**src/rtl/multi_phase_signal_controller.sv**
```systemverilog
// Round-robin N-phase intersection sequencer with latched pedestrian requests.
// Optional protected left-turn interval ahead of phase 0 when LEFT_TURN_EN is defined.
module multi_phase_signal_controller #(
  parameter int NUM_PHASES    = 4,
  parameter int GREEN_TICKS   = 10,
  parameter int AMBER_TICKS   = 3,
  parameter int ALL_RED_TICKS = 2,
  parameter int WALK_TICKS    = 5,
  parameter int FLASH_TICKS   = 4,
  parameter int LEFT_TICKS    = 4,
  parameter int CNT_W         = 8
) (
  input  logic                          clk,
  input  logic                          reset,
  input  logic                          tick,
  input  logic [NUM_PHASES-1:0]         walk_request,
  input  logic                          left_request,
  output logic [NUM_PHASES-1:0]         green,
  output logic [NUM_PHASES-1:0]         amber,
  output logic [NUM_PHASES-1:0]         red,
  output logic [NUM_PHASES-1:0]         walk,
  output logic [NUM_PHASES-1:0]         flashing_dont_walk,
  output logic [NUM_PHASES-1:0]         dont_walk,
  output logic                          left_arrow,
  output logic [$clog2(NUM_PHASES)-1:0] active_phase,
  output logic [NUM_PHASES-1:0]         walk_request_waiting,
  output logic [2:0]                    state
);

  localparam int PW        = $clog2(NUM_PHASES);
  localparam int PED_TICKS = WALK_TICKS + FLASH_TICKS;
  localparam int EXT_TICKS = (GREEN_TICKS > PED_TICKS) ? GREEN_TICKS : PED_TICKS;

  localparam logic [CNT_W-1:0] GREEN_LD   = CNT_W'(GREEN_TICKS - 1);
  localparam logic [CNT_W-1:0] EXT_LD     = CNT_W'(EXT_TICKS - 1);
  localparam logic [CNT_W-1:0] AMBER_LD   = CNT_W'(AMBER_TICKS - 1);
  localparam logic [CNT_W-1:0] ALL_RED_LD = CNT_W'(ALL_RED_TICKS - 1);
  localparam logic [CNT_W-1:0] WALK_LD    = CNT_W'(WALK_TICKS - 1);
  localparam logic [CNT_W-1:0] FLASH_LD   = CNT_W'(FLASH_TICKS - 1);
  localparam logic [CNT_W-1:0] LEFT_LD    = CNT_W'(LEFT_TICKS - 1);
  localparam logic [PW-1:0]    LAST_PHASE = PW'(NUM_PHASES - 1);

  typedef enum logic [2:0] {
    ALL_RED = 3'd0,
    LEFT    = 3'd1,
    GREEN   = 3'd2,
    AMBER   = 3'd3
  } state_t;

  typedef enum logic [1:0] {
    PED_WALK  = 2'd0,
    PED_FLASH = 2'd1,
    PED_DONE  = 2'd2
  } ped_t;

  state_t                  cur_state, nxt_state;
  ped_t                    ped, nxt_ped;
  logic [CNT_W-1:0]        cnt, nxt_cnt, ped_cnt, nxt_ped_cnt;
  logic [PW-1:0]           nxt_phase, next_in_turn, green_phase;
  logic                    grant, enter_green, enter_left, left_go;
  logic [NUM_PHASES-1:0]   clear_mask;

  assign next_in_turn = (active_phase == LAST_PHASE) ? '0 : active_phase + 1'b1;
  assign green_phase  = (cur_state == LEFT) ? '0 : next_in_turn;
  assign grant        = walk_request_waiting[green_phase] | walk_request[green_phase];
  assign state        = cur_state;

`ifdef LEFT_TURN_EN
  logic left_latch;
  assign left_go = left_latch && (next_in_turn == '0);
`else
  logic unused_left;
  assign left_go     = 1'b0;
  assign unused_left = left_request ^ enter_left;
`endif

  // The pedestrian sub-sequence runs off its own counter inside GREEN; a green exit overrides it.
  always_comb begin
    nxt_state   = cur_state;
    nxt_cnt     = cnt;
    nxt_phase   = active_phase;
    nxt_ped     = ped;
    nxt_ped_cnt = ped_cnt;
    enter_green = 1'b0;
    enter_left  = 1'b0;
    if (tick) begin
      if (cur_state == GREEN && ped != PED_DONE) begin
        if (ped_cnt == '0) begin
          if (ped == PED_WALK) begin
            nxt_ped     = PED_FLASH;
            nxt_ped_cnt = FLASH_LD;
          end else begin
            nxt_ped = PED_DONE;
          end
        end else begin
          nxt_ped_cnt = ped_cnt - 1'b1;
        end
      end
      if (cnt != '0) begin
        nxt_cnt = cnt - 1'b1;
      end else begin
        case (cur_state)
          ALL_RED: begin
            if (left_go) begin
              nxt_state  = LEFT;
              nxt_cnt    = LEFT_LD;
              nxt_phase  = '0;
              enter_left = 1'b1;
            end else begin
              enter_green = 1'b1;
            end
          end
          LEFT:  enter_green = 1'b1;
          GREEN: begin
            nxt_state = AMBER;
            nxt_cnt   = AMBER_LD;
            nxt_ped   = PED_DONE;
          end
          AMBER: begin
            nxt_state = ALL_RED;
            nxt_cnt   = ALL_RED_LD;
          end
          default: begin
            nxt_state = ALL_RED;
            nxt_cnt   = ALL_RED_LD;
          end
        endcase
      end
      if (enter_green) begin
        nxt_state   = GREEN;
        nxt_phase   = green_phase;
        nxt_cnt     = grant ? EXT_LD : GREEN_LD;
        nxt_ped     = grant ? PED_WALK : PED_DONE;
        nxt_ped_cnt = WALK_LD;
      end
    end
  end

  always_comb begin
    clear_mask = '0;
    if (enter_green) clear_mask[green_phase] = 1'b1;
  end

  // Outputs decode from the next-state values so they change on the same edge as the state.
  always_ff @(posedge clk) begin
    if (reset) begin
      cur_state            <= ALL_RED;
      cnt                  <= ALL_RED_LD;
      active_phase         <= LAST_PHASE;
      ped                  <= PED_DONE;
      ped_cnt              <= '0;
      walk_request_waiting <= '0;
      green                <= '0;
      amber                <= '0;
      red                  <= '1;
      walk                 <= '0;
      flashing_dont_walk   <= '0;
      dont_walk            <= '1;
      left_arrow           <= 1'b0;
`ifdef LEFT_TURN_EN
      left_latch           <= 1'b0;
`endif
    end else begin
      cur_state            <= nxt_state;
      cnt                  <= nxt_cnt;
      active_phase         <= nxt_phase;
      ped                  <= nxt_ped;
      ped_cnt              <= nxt_ped_cnt;
      walk_request_waiting <= (walk_request_waiting | walk_request) & ~clear_mask;
      green                <= '0;
      amber                <= '0;
      red                  <= '1;
      walk                 <= '0;
      flashing_dont_walk   <= '0;
      dont_walk            <= '1;
      if (nxt_state == GREEN) begin
        green[nxt_phase] <= 1'b1;
        red[nxt_phase]   <= 1'b0;
        if (nxt_ped == PED_WALK) begin
          walk[nxt_phase]      <= 1'b1;
          dont_walk[nxt_phase] <= 1'b0;
        end else if (nxt_ped == PED_FLASH) begin
          flashing_dont_walk[nxt_phase] <= 1'b1;
          dont_walk[nxt_phase]          <= 1'b0;
        end
      end else if (nxt_state == AMBER) begin
        amber[nxt_phase] <= 1'b1;
        red[nxt_phase]   <= 1'b0;
      end
`ifdef LEFT_TURN_EN
      left_arrow <= (nxt_state == LEFT);
      left_latch <= (left_latch | left_request) & ~enter_left;
`else
      left_arrow <= 1'b0;
`endif
    end
  end

endmodule

```
**config.mk**
```make
export PLATFORM = sky130hd
export DESIGN_NAME = multi_phase_signal_controller
export DESIGN_NICKNAME = d
export VERILOG_FILES = /design/src/rtl/multi_phase_signal_controller.sv
export SDC_FILE = /design/constraint.sdc
export NUM_CORES = 1
export LEC_CHECK = 0
export CAP_MARGIN = 15
export CORE_ASPECT_RATIO = 0.7
export CORE_MARGIN = 2
export CORE_UTILIZATION = 56
export CTS_CLUSTER_DIAMETER = 80
export DETAILED_ROUTE_END_ITERATION = 10
export PLACE_DENSITY = 0.85
export SYNTH_ARGS = -nofsm -noshare
export SYNTH_HDL_FRONTEND = slang
export SYNTH_SLANG_ARGS = --single-unit
```
**constraint.sdc**
```tcl
create_clock -name clk -period 6.35 [get_ports clk]
set_clock_uncertainty 0.05 [all_clocks]
set_input_delay 1.27 -clock clk [delete_from_list [all_inputs] [get_ports clk]]
set_output_delay 1.27 -clock clk [all_outputs]
set_load 0.01 [all_outputs]
```
-- Word-level counts from Yosys, hierarchy flattened
Cells that the tools add are included.
- $add $sub $neg: 3
- multiply operators: 0
- divide/modulo/power cells: 0
- order comparisons: 4
- eq/ne operators: 9
- shift operators: 0
- mux-type cells: 40
- bitwise operators: 9
- reduce and logical (&&, ||, !) cells: 16
- operators with widths (kind ; count):
    $mux 8 ; 6
    $mux 2 ; 12
    $mux 4 ; 5
    $pmux 8 s2 ; 1
    $sub 8x1->8 const B ; 2
    $eq 3x2->1 const B ; 3
    $mux 3 ; 3
    $logic_not 8->1 ; 1
    $mux 1 ; 8
    $not 4->4 ; 2
    $reduce_bool 8->1 ; 1
    $lt 2x3->1 const B ; 2
    $ne 3x1->1 const B ; 2
    $pmux 3 s2 ; 1
    $reduce_or 3->1 ; 2
    $and 4x4->4 ; 1
    $bmux 1 s2 ; 2
    $demux 1 s2 ; 2
    $ge 2x1->1 const B ; 2
    $logic_not 2->1 ; 2
    $not 1->1 ; 4
    $or 4x4->4 ; 1
    $reduce_or 2->1 ; 2
    $reduce_or 4->1 ; 1
    11 further kinds ; 13
- flip-flop bits (word level): 51
- latch bits: 0
- bits in writable memories: 0
- memory bits (read-only): 0
- input port bits: 8
- output and inout bits: 34
- word-level logic and storage cells: 93
- memories kept: 0

-- Longest topological paths before layout
Gate-level depths: netlist (run 1).
- word-level depth: 14
- mapped depth: 9
- depth with buffers taken out: 7

-- Least setup slack after synthesis (run 1)
OpenSTA, ideal clock, no wires.
- kind: input-to-reg
- start point: in walk_request[3]
- end point: reg walk[2]
- library setup time: 0.116 ns
- arrival time: 2.466 ns
- data required time: 6.184 ns
- path slack: 3.719 ns
- stages on the path: 6
- buffers on the path: 1
- path through: or4_1 -> o311ai_0 -> o221ai_1 -> a22oi_2 -> buf_4 -> and3b_1
- longest elaborated chain between the ends: 9
- ends and longest elaborated chain (item ; RTL line ; RTL):
    start, declared ; 16 ; input logic [NUM_PHASES-1:0] walk_request,
    $bmux 1 s2 ; 65 ; assign grant = walk_request_waiting[green_phase] | walk_request[green_phase];
    $mux 1 (not written as such) ; 65 ;
    $or 1x1->1 ; 65 ;
    $mux 2 ; 133 ; nxt_ped = grant ? PED_WALK : PED_DONE;
    $mux 2 ; 129 ; if (enter_green) begin
    $mux 2 ; 86 ; if (tick) begin
    $logic_not 2->1 ; 179 ; if (nxt_ped == PED_WALK) begin
    $not 1->1 (no source line) ; - ;
    $reduce_or 3->1 (no source line) ; - ;
    end signal, assigned ; 156 ; walk <= '0;
    end signal, assigned ; 173 ; walk <= '0;
    end signal, assigned by index ; 180 ; walk[nxt_phase] <= 1'b1;
    end, declared ; 21 ; output logic [NUM_PHASES-1:0] walk,
Every way passes these cells. The select of a mux whose other input is x is not followed.
A chain may end at the register's enable or synchronous reset.

-- Worst setup path in the final report (run 1)
- start point: in tick
- end point: reg flashing_dont_walk[0]
- longest elaborated chain between the ends: 5
- elaborated cells on any way between the ends: 14
- those cells by class: order compare (2); eq/ne (2); mux (5); bitwise (2); reduce/logical (3)
- ends and longest elaborated chain (item ; RTL line ; RTL):
    start, declared ; 15 ; input logic tick,
    $mux 2 ; 86 ;
    $lt 2x3->1 (not written as such) / $ge 2x1->1 (equally long branches) ; 183 ; flashing_dont_walk[nxt_phase] <= 1'b1;
    $logic_and 1x1->1 (not written as such) ; 183 ;
    $mux 1 (not written as such) ; 183 ;
    $demux 1 s2 ; 183 ;
    end signal, assigned ; 157 ; flashing_dont_walk <= '0;
    end signal, assigned ; 174 ; flashing_dont_walk <= '0;
    end signal, assigned by index ; 183 ;
    end, declared ; 22 ; output logic [NUM_PHASES-1:0] flashing_dont_walk,
Parallel ways exist; a longest one is shown, timed or not.

==> results.md, run 1 <==
- Crit-path leading delay family: simple AND/OR/NAND/NOR gates
- Endpoints failing hold: 0
- First DRT Iteration DRCs: 76
- Cell row count: 19
- Biggest regs: cnt (8), ped_cnt (8)
- Total GRT Usage: ~23%
- Synth async-reset ratio: 0%
- Total length of routed met2 wires: 2.10 mm
- Htree depth: 2
- Clock Path Buffers: 2
- Post-place setup slack: about 2.7 ns
- Synthesized Nets: about 250
- Layout Utilization: between 70% and 80%
- Detailed placement HPWL: between 3 and 4 mm
- # Post-CTS Setup Buffers: 0
- RSZ-0062 raised after global routing: false
- Internal Pwr Total: just under 500 uW
- Hold_buf cts: 0
- Final Max Slew Viols: 0
- Worst-path clk slew: 0.09 ns
- Input/output buffers: 39
- Max-cap violations: 0
- Crit-path max FO: 13
- Post-synth cell types: 60
- CTS Buf Count: 5
- Yosys reg bits: 51
- Worst R2R Path Depth: 6
- GRT overflow: 0
- Initial core utilization: about three fifths
- DR vias: 1831
- Main synth FF type: dfxtp_1
- WL met1: between 2 and 2.5 mm
- Nets: between 200 and 300
- Routed Antenna Nets: 0
- Initial antenna violation count: 0
- Power Dens Cells: ~240 mW/mm^2
- Worst-skew pair later-pin latency: around 0.30 ns
- Worst min path class: register to register
- Average wire per standard cell: between 10 and 15 um
- Tmin final: roughly 3.4 ns
- Highest clock rate: 292 MHz
- Worst path arrival time: roughly 3.6 ns
- Pin count of the biggest net entering global routing: 21
- Drt drc: 0
- Status: completed
- Crit. path cell count: 6
- P_sw: 188 uW
- Buffers & Inverters on Critical Path: 1
- CTS tree: built
- Rel. slew slack: 44.4%
- Routed wire length: 4.84 mm
- First-pass GRT wire length: 8.09 mm
- P_leak: about 1.0 nW
- CP required: ~6.5 ns
- Kind of critical path: primary input to register
- Post-Synthesis Cells: 235
- Average vias per placed instance: roughly 5.7
- Cell Area, Synth: around 0.0023 mm^2
- Critical path, cell by cell: clkdlybuf4s50_1 > nor3b_2 > and3_1 > o21ai_0 > a21boi_2 > nor3b_1
- Least-Margin Pin Slew: roughly 0.83 ns
- # diodes: 0
- DRT Pass-1 Iters: 5
- Core ar.: ~0.0039 mm^2
- Die W: 80.4 um
- Wire length on met3: ~230 um
- Resized Gates After CTS: 0
- Min-Delay Path Depth: 2
- Startpoint Class: primary input
- Syn avg cell area: between 9 and 10 um^2
- Endpoint class of the critical path: register
- Routability Congestion: about 0.90
- Critical Path Max Stage Delay: 0.74 ns
- Die area: 0.00463 mm^2
- Root Driver: clkbuf_8
- Reg power frac: around half
- Yosys warns: 0
- TNS Setup: 0 ns
- Clk sinks: 51
- Sequential-to-total area share from yosys stat: ~45%
- Ratio of cells with drive above 1 in the final layout: 11.8%
- Setup WS post-layout: ~3 ns
- Ports: 42
- Area growth, synth to finish: 21.2%
- Maximum VDD drop: 228 uV
- Vias in the first global route: ~1800
- Die Height: between 50 and 60 um
- Switching part of the total power: between 20 and 30%
- Period utilization: around 54%
- Clock power frac: 30.3%
- Top sig layer: met4
- Slowest library cell on the worst path: clkdlybuf4s50_1
- Post-synth EDFFs: 0
- Gate power share: between 10% and 20%
- Final setup vio count: 0
routing by layer:
| metal | vias to the layer above | track usage [%] |
|---|---|---|
| met4 | 0 | 7.99 |
| met3 | 7 | 5.06 |
| li1 | 915 | - |
| met2 | 56 | 33.2 |
| met5 | - | 0 |
| met1 | 853 | 32.9 |
area by class of cell:
| class | count | area (um^2) |
|---|---|---|
| clock buffer | 7 | 96.3 |
| clock inverter | 1 | 7.51 |
| fill | 314 | 1150 |
| inverter | 10 | 37.5 |
| multi-input combinational | 163 | 1160 |
| sequential | 51 | 1020 |
| tap | 52 | 65.1 |
| timing repair buffer | 39 | 390 |
cell usage in the layout, fill, tap and decap left out, types with 2 or more instances in the layout:
master / synthesis / final
clkdlybuf4s50_1: 0 / 39
or3_1: 5 / 5
xnor2_1: 3 / 3
dfxtp_1: 51 / 51
nor4_1: 2 / 2
ha_1: 5 / 5
or4_4: 2 / 2
nor3_1: 10 / 10
a21oi_1: 11 / 11
mux2i_1: 3 / 3
nor2b_1: 6 / 6
and3_1: 3 / 3
nand4_1: 2 / 2
o31ai_1: 3 / 3
nor3b_1: 8 / 8
o211ai_1: 3 / 3
clkbuf_8: 0 / 7
or4_1: 2 / 2
nand2_1: 13 / 13
nor3b_2: 3 / 3
o221a_2: 2 / 2
o21ai_0: 6 / 6
o311ai_0: 2 / 2
and3b_1: 4 / 4
nor4_4: 2 / 2
and2_1: 4 / 4
xor2_1: 3 / 3
o22ai_1: 3 / 3
nand3_1: 4 / 4
nand2b_1: 5 / 5
inv_1: 10 / 10
a211oi_1: 2 / 2
nor2_1: 17 / 17
power groups by stage:
stage | registers (mW) | clock network (mW) | logic [mW]
final | 0.349 | 0.205 | 0.121
after global routing | 0.351 | 0.220 | 0.134
after CTS | 0.349 | 0.206 | 0.120
after detailed placement | 0.356 | 0 | 0.120
after global placement | 0.356 | 0 | 0.117
after floorplan | 0.354 | 0 | 0.0912
synth_stat cells (3+ instances only):
cell type	count	area, um^2
buf_4	4	30.0
nor3b_2	3	37.5
nor3b_1	8	60.1
xor2_1	3	26.3
and3b_1	4	35.0
xnor2_1	3	26.3
nand2_1	13	48.8
nor3_1	10	50.1
and3_1	3	18.8
o31ai_1	3	22.5
nor2_1	17	63.8
o211ai_1	3	22.5
o21ai_0	6	30.0
mux2i_1	3	30.0
a21oi_1	11	55.1
dfxtp_1	51	1020
nand3_1	4	20.0
or3_1	5	31.3
ha_1	5	62.6
nand2b_1	5	31.3
inv_1	10	37.5
and2_1	4	25.0
nor2b_1	6	37.5
o22ai_1	3	18.8
clkbuf_1	3	11.3
path summary, 6_finish.rpt:
| path | startpoint | slack, ns | endpoint |
|---|---|---|---|
| max | tick | 2.92 | flashing_dont_walk[0] |
| min | ped_cnt[0] | 0.43 | ped_cnt[0] |
| max reg2reg | active_phase[0] | 3.96 | walk[3] |
| min reg2reg | ped_cnt[0] | 0.43 | ped_cnt[0] |
worst reg2reg max path, delay by kind of cell, from the launching register on:
family	cells	cell delay [ns]
flip-flops	1	0.41
AND/OR/NAND/NOR	2	0.76
AO/OA/AOI/OAI	3	0.81
adder cells (fa/ha/maj)	1	0.28
through the flow:
step                      cell area, um^2  hold WS (ns)  instances  power [mW]
after global routing                 2780         0.467        323       0.705
after detailed placement             2670         0.420        315       0.476
final                                2780         0.435        323       0.675
after global placement               2670         0.414        315       0.473
after CTS                            2780         0.433        323       0.675
after floorplan                      2290         0.395        235       0.446
logic make-up after synthesis:
| group | Yosys count | share of synthesized area, % |
|---|---|---|
| AO/OA/AOI/OAI | 49 | 16.3 |
| XOR/XNOR | 6 | 2.29 |
| adder cells (fa/ha/maj) | 5 | 2.73 |
| buffers and inverters | 21 | 4.86 |
| flip-flops | 51 | 44.6 |
| multiplexers | 4 | 1.80 |
| other | 1 | 0.164 |
| AND/OR/NAND/NOR | 98 | 27.3 |
Power figures use the tool's default switching activity.
==> run 2, diff against run 1 <==
--- a/config.mk
+++ b/config.mk
@@ -8,10 +8,10 @@
 export CAP_MARGIN = 15
 export CORE_ASPECT_RATIO = 0.7
 export CORE_MARGIN = 2
-export CORE_UTILIZATION = 56
+export CORE_UTILIZATION = 52
 export CTS_CLUSTER_DIAMETER = 80
 export DETAILED_ROUTE_END_ITERATION = 10
-export PLACE_DENSITY = 0.85
+export PLACE_DENSITY = 0.79
 export SYNTH_ARGS = -nofsm -noshare
 export SYNTH_HDL_FRONTEND = slang
 export SYNTH_SLANG_ARGS = --single-unit
==> constraint.sdc (replaced) <==
create_clock -name clk -period 3.5 [get_ports clk]
set_clock_uncertainty 0.05 [all_clocks]
set_input_delay 0.7 -clock clk [delete_from_list [all_inputs] [get_ports clk]]
set_output_delay 0.7 -clock clk [all_outputs]
set_load 0.01 [all_outputs]
==> results.md, run 2 (same netlist as run 1, synthesis figures left out) <==
- Reg power frac: 47.3% (-4.4 points)
- Final Max Slew Viols: 0 (unchanged)
- Total GRT Usage: 20.7% (-1.9 points)
- Maximum VDD drop: 346 uV (+52%)
- Worst-path clk slew: 0.09 ns (about the same)
- Status: completed
- Power Dens Cells: 474 mW/mm^2 (+95%)
- Highest clock rate: 398 MHz
- Resized Gates After CTS: 0 (unchanged)
- Vias in the first global route: 1629 (-7.5%)
- Die Height: 59.5 um (+3.5%)
- Final setup vio count: 0 (unchanged)
- Routed Antenna Nets: 0 (unchanged)
- Worst Hold Slack: 0.429 ns (-0.00636 ns)
- Pin count of the biggest net entering global routing: 16 (-24%)
- Placed instance count: 320 (+1.6%)
- Ports: 42 (unchanged)
- # Post-CTS Setup Buffers: 0 (unchanged)
- P_leak: 1.07 nW (+2.3%)
- Critical Path Max Stage Delay: 0.53 ns (-0.21 ns)
- Final instance area: 0.00282 mm^2 (+1.7%)
- Crit-path leading delay family: simple AND/OR/NAND/NOR gates
- Startpoint Class: primary input
- Pwr Total: 1.34 mW (+98%)
- Worst path arrival time: 2.71 ns (-0.89 ns)
- GRT overflow: 0 (unchanged)
- Clk sinks: 51 (unchanged)
- # diodes: 0 (unchanged)
- Nets: 285 (+0.71%)
- Buffers & Inverters on Critical Path: 1 (unchanged)
- Average vias per placed instance: 5.62 (-0.93%)
- Input/output buffers: 39 (unchanged)
- Tmin final: about 2.5 ns
- Routed wire length: 5.04 mm (+4.0%)
- CP required: 3.69 ns (-2.84 ns)
- Detailed placement HPWL: 3.67 mm (+4.4%)
- Endpoints failing hold: 0 (unchanged)
- CTS Buf Count: 5 (unchanged)
- Core ar.: 0.00428 mm^2 (+9.1%)
- Drt drc: 0 (unchanged)
- Crit-path max FO: 13 (unchanged)
- Die W: 83.3 um (+3.6%)
- Clock Path Buffers: 2 (unchanged)
- Post-place setup slack: 0.699 ns (-1.96 ns)
- Leading cell type in the layout, fill and taps excluded: dfxtp_1
- DR vias: 1842 (+0.60%)
- Worst min path class: register to register
- CTS tree: built
- Switching part of the total power: 26.0% (-1.8 points)
- Biggest regs: cnt (8), ped_cnt (8)
- Most frequent cells in the layout: dfxtp_1 (51), clkdlybuf4s50_1 (39), nor2_1 (17), nand2_1 (13), a21oi_1 (11)
- Layout Utilization: 66.0% (-4.8 points)
- Routability Congestion: 0.820 (-9.2%)
- Initial core utilization: 53.5% (-4.9 points)
- Kind of critical path: primary input to register
- Register area: 0.00102 mm^2 (unchanged)
- Hold_buf cts: 0 (unchanged)
- Area growth, synth to finish: 23.3%
- P_sw: 349 uW (+86%)
- DRT Pass-1 Iters: 4 (-1)
- Htree depth: 2 (unchanged)
- Average wire per standard cell: 15.4 um (+2.5%)
- Worst-skew pair later-pin latency: 0.31 ns (about the same)
- Rel. slew slack: 53.2% (+8.8 points)
- Cell row count: 20 (+1)
- Period utilization: 71.8%
- Critical path, cell by cell: clkdlybuf4s50_1 > nor3b_2 > and3_1 > a21oi_4 > or4b_1 > a21oi_1
- Gate power share: 16.7% (-1.3 points)
- Die area: 0.00496 mm^2 (+7.2%)
- Clock power frac: 36.0% (+5.7 points)
- Max-cap violations: 0 (unchanged)
- Area occupied by multi-input gates: 0.00116 mm^2 (unchanged)
- Filler instances: 346 (+10%)
- Ratio of cells with drive above 1 in the final layout: 12.1% (+0.28 points)
- Internal Pwr Total: 991 uW (+100%)
- Root Driver: clkbuf_8
- Setup WS post-layout: 0.986 ns (-1.94 ns)
- First DRT Iteration DRCs: 85 (+12%)
- Slowest library cell on the worst path: or4b_1
- First-pass GRT wire length: 7.96 mm (-1.6%)
- Least-Margin Pin Slew: 0.696 ns (-0.136 ns)
- Endpoint class of the critical path: register
- DP Area: 0.00269 mm^2 (+0.70%)
- TNS Setup: 0 ns (unchanged)
- Initial antenna violation count: 0 (unchanged)
- RSZ-0062 raised after global routing: false
- Final Non-Filler Cells: 328 (+1.5%)
-- run 2: path summary, 6_finish.rpt --
| path | to | from | cells past startpoint | slack, ns |
|---|---|---|---|---|
| min | ped_cnt[0] | ped_cnt[0] | 2 | 0.43 |
| max reg2reg | walk[3] | active_phase[0] | 6 | 1.10 |
| max | ped_cnt[5] | tick | 6 | 0.99 |
| min reg2reg | ped_cnt[0] | ped_cnt[0] | 2 | 0.43 |
-- run 2: power by group through the flow --
stage | registers, mW | logic (mW) | clock network [mW]
6_report | 0.634 | 0.223 | 0.483
4_1_cts | 0.633 | 0.222 | 0.490
2_1_floorplan | 0.643 | 0.165 | 0
3_5_place_dp | 0.646 | 0.220 | 0
3_3_place_gp | 0.645 | 0.216 | 0
5_1_grt | 0.638 | 0.244 | 0.510
-- run 2: cell type report --
| cell class | count | area share (%) |
|---|---|---|
| clock buffers | 6 | 2.57 |
| repair buffers | 41 | 14.4 |
| multi-input cells | 163 | 41.0 |
| inverters | 10 | 1.33 |
| well taps | 55 | 2.44 |
| clock inverters | 2 | 2.13 |
| flip-flops and latches | 51 | 36.2 |
-- run 2: worst min-delay path: cells and delay by family, from the launching register on --
family | cells | cell delay, ns
flip-flops | 1 | 0.33
AO/OA/AOI/OAI | 1 | 0.05
AND/OR/NAND/NOR | 1 | 0.06
-- run 2: routing by layer --
layer | global-route usage, % | vias up | part of all wire [%]
li1 | - | 917 | -
met2 | 31.9 | 40 | 44
met3 | 6.55 | 6 | 4.1
met4 | 5.85 | 0 | 1.2
met1 | 28.3 | 879 | 51
met5 | 0 | - | 0
==> RTL edit (settings of run 2) <==
The option `LEFT_TURN_EN` is turned on by a define.
--- a/src/rtl/multi_phase_signal_controller.sv
+++ b/src/rtl/multi_phase_signal_controller.sv
@@ -1,5 +1,7 @@
 // Round-robin N-phase intersection sequencer with latched pedestrian requests.
 // Optional protected left-turn interval ahead of phase 0 when LEFT_TURN_EN is defined.
+`define LEFT_TURN_EN
+
 module multi_phase_signal_controller #(
   parameter int NUM_PHASES    = 4,
   parameter int GREEN_TICKS   = 10,
Check against the original RTL: not equivalent (a bounded check fails within 4 cycles, from zero or initial values and one cycle with reset high).
==> RTL edit against run 2 <==
Clock power shrank 13%. Design area grew 2.6%. Maximum frequency shrank 21%. Combinational power shrank 2%. Critical endpoint is now dont_walk[2]. Largest power group unchanged. Largest cell class unchanged. Total power shrank 3.6%. Area after synthesis shrank 1.8%. Register-to-register slack lost 720 ps. Count of clock-buffer cells in the layout is the same. Worst setup slack lost 680 ps. Sequential share of layout area grew 0.48 points. Sequential cell count grew 2. First-iteration DRC count shrank 19%. Routed wire length grew 3.7%. Critical path depth is the same.
==> RTL edit: results (changes against run 2) <==
* Crit-path max FO at 4 (-9)
* Layout cells sized above 1 at 10.4% (-1.7 points)
* Reg2reg setup slack at 380 ps (-720 ps)
* Gp weighted congestion at 0.903 (+10%)
* Largest net degree at the start of global routing at 21 (+5)
* First-pass GRT wire length at 8740 µm (+9.7%)
* Hold endpoint: ped_cnt[1]
* GR Util All Layers at 23.6% (+2.9 points)
* Routed wl met3 at 372 µm (+80%)
* P_int at 0.000940 W (-5.1%)
* Fraction of cell area in non-clock buffers at 17.5% (+3.2 points)
* Syn Area/Cell at 9.14 µm² (-6.2%)
* Layout Nets at 312 (+9.5%)
* Top-area cell type share of the netlist area at 47.2% (+2.6 points)
* Hold_sp: ped_cnt[1]
* DR WL/cell at 14.9 µm (-3.1%)
* Multi-input logic area at 0.00112 mm² (-3.6%)
* XOR/XNOR share of the synthesized area at 3.11% (+0.82 points)
* Non-filler instance count after layout at 351 (+7.0%)
* Max VDD drop at 0.330 mV (-4.7%)
* Commonest cells post-synth: dfxtp_1, nor2_1, nor3_1
* M1 WL at 2620 µm (+2.0%)
* Detailed Place HPWL at 3810 µm (+3.8%)
* Sequential share of the synthesized area at 47.2% (+2.6 points)
* Reg2reg start: cnt[0]
* Vias in the first global route at 1819 (+12%)
* Cell count after placement at 343 (+7.2%)
* GRT met1 Usage at 35.2% (+6.8 points)
* Port-buffer cells at 41 (+5.1%)
* Clk tree area frac at 3.84% (-0.85 points)
* Cells on worst reg2reg path at 7 (+1)
* Placed cell area at 0.00279 mm² (+3.5%)
* Leakage power at 1.07 nW (about the same)
* Slew HR at 61.7% (+8.5 points)
* Non-clk bufs at 54 (+32%)
* Minimum clock period at 3200 ps (+681 ps)
* Clk sink count at 53 (+3.9%)
* Fill count at 320 (-7.5%)
* Post-synthesis compound-gate area fraction at 14.1% (-2.3 points)
* Area share of fa/ha/maj cells after synthesis at 3.34% (+0.61 points)
* Cell variety after synth at 48 (-20%)
* WL met2 at 2180 µm (-0.95%)
* Status: complete, no violations
* Reg-to-reg endpoint: dont_walk[2]
* Met2 usage at 33.1% (+1.2 points)
* Mapped Nets at 260 (+4.8%)
[RTL edit: changes by cell type in the layout (fill, tap and decap cells not counted), moves of 4 or more]
cell / before / now
nor2_1: 17 / 35
buf_4: 2 / 13
or2_2: 1 / 8
nor3_1: 10 / 16
nor2b_1: 6 / 1
nor3b_1: 8 / 3
nor4_1: 2 / 7
and2_1: 4 / 0
xor2_1: 3 / 7
[RTL edit: power by group through the flow]
| stage | combinational (W) | sequential, W | clock [W] |
|---|---|---|---|
| 2_1_floorplan | 0.000143 | 0.000663 | 0 |
| 4_1_cts | 0.000217 | 0.000652 | 0.000424 |
| 3_5_place_dp | 0.000214 | 0.000666 | 0 |
| 6_report | 0.000219 | 0.000653 | 0.000420 |
| 3_3_place_gp | 0.000209 | 0.000665 | 0 |
| 5_1_grt | 0.000243 | 0.000656 | 0.000447 |
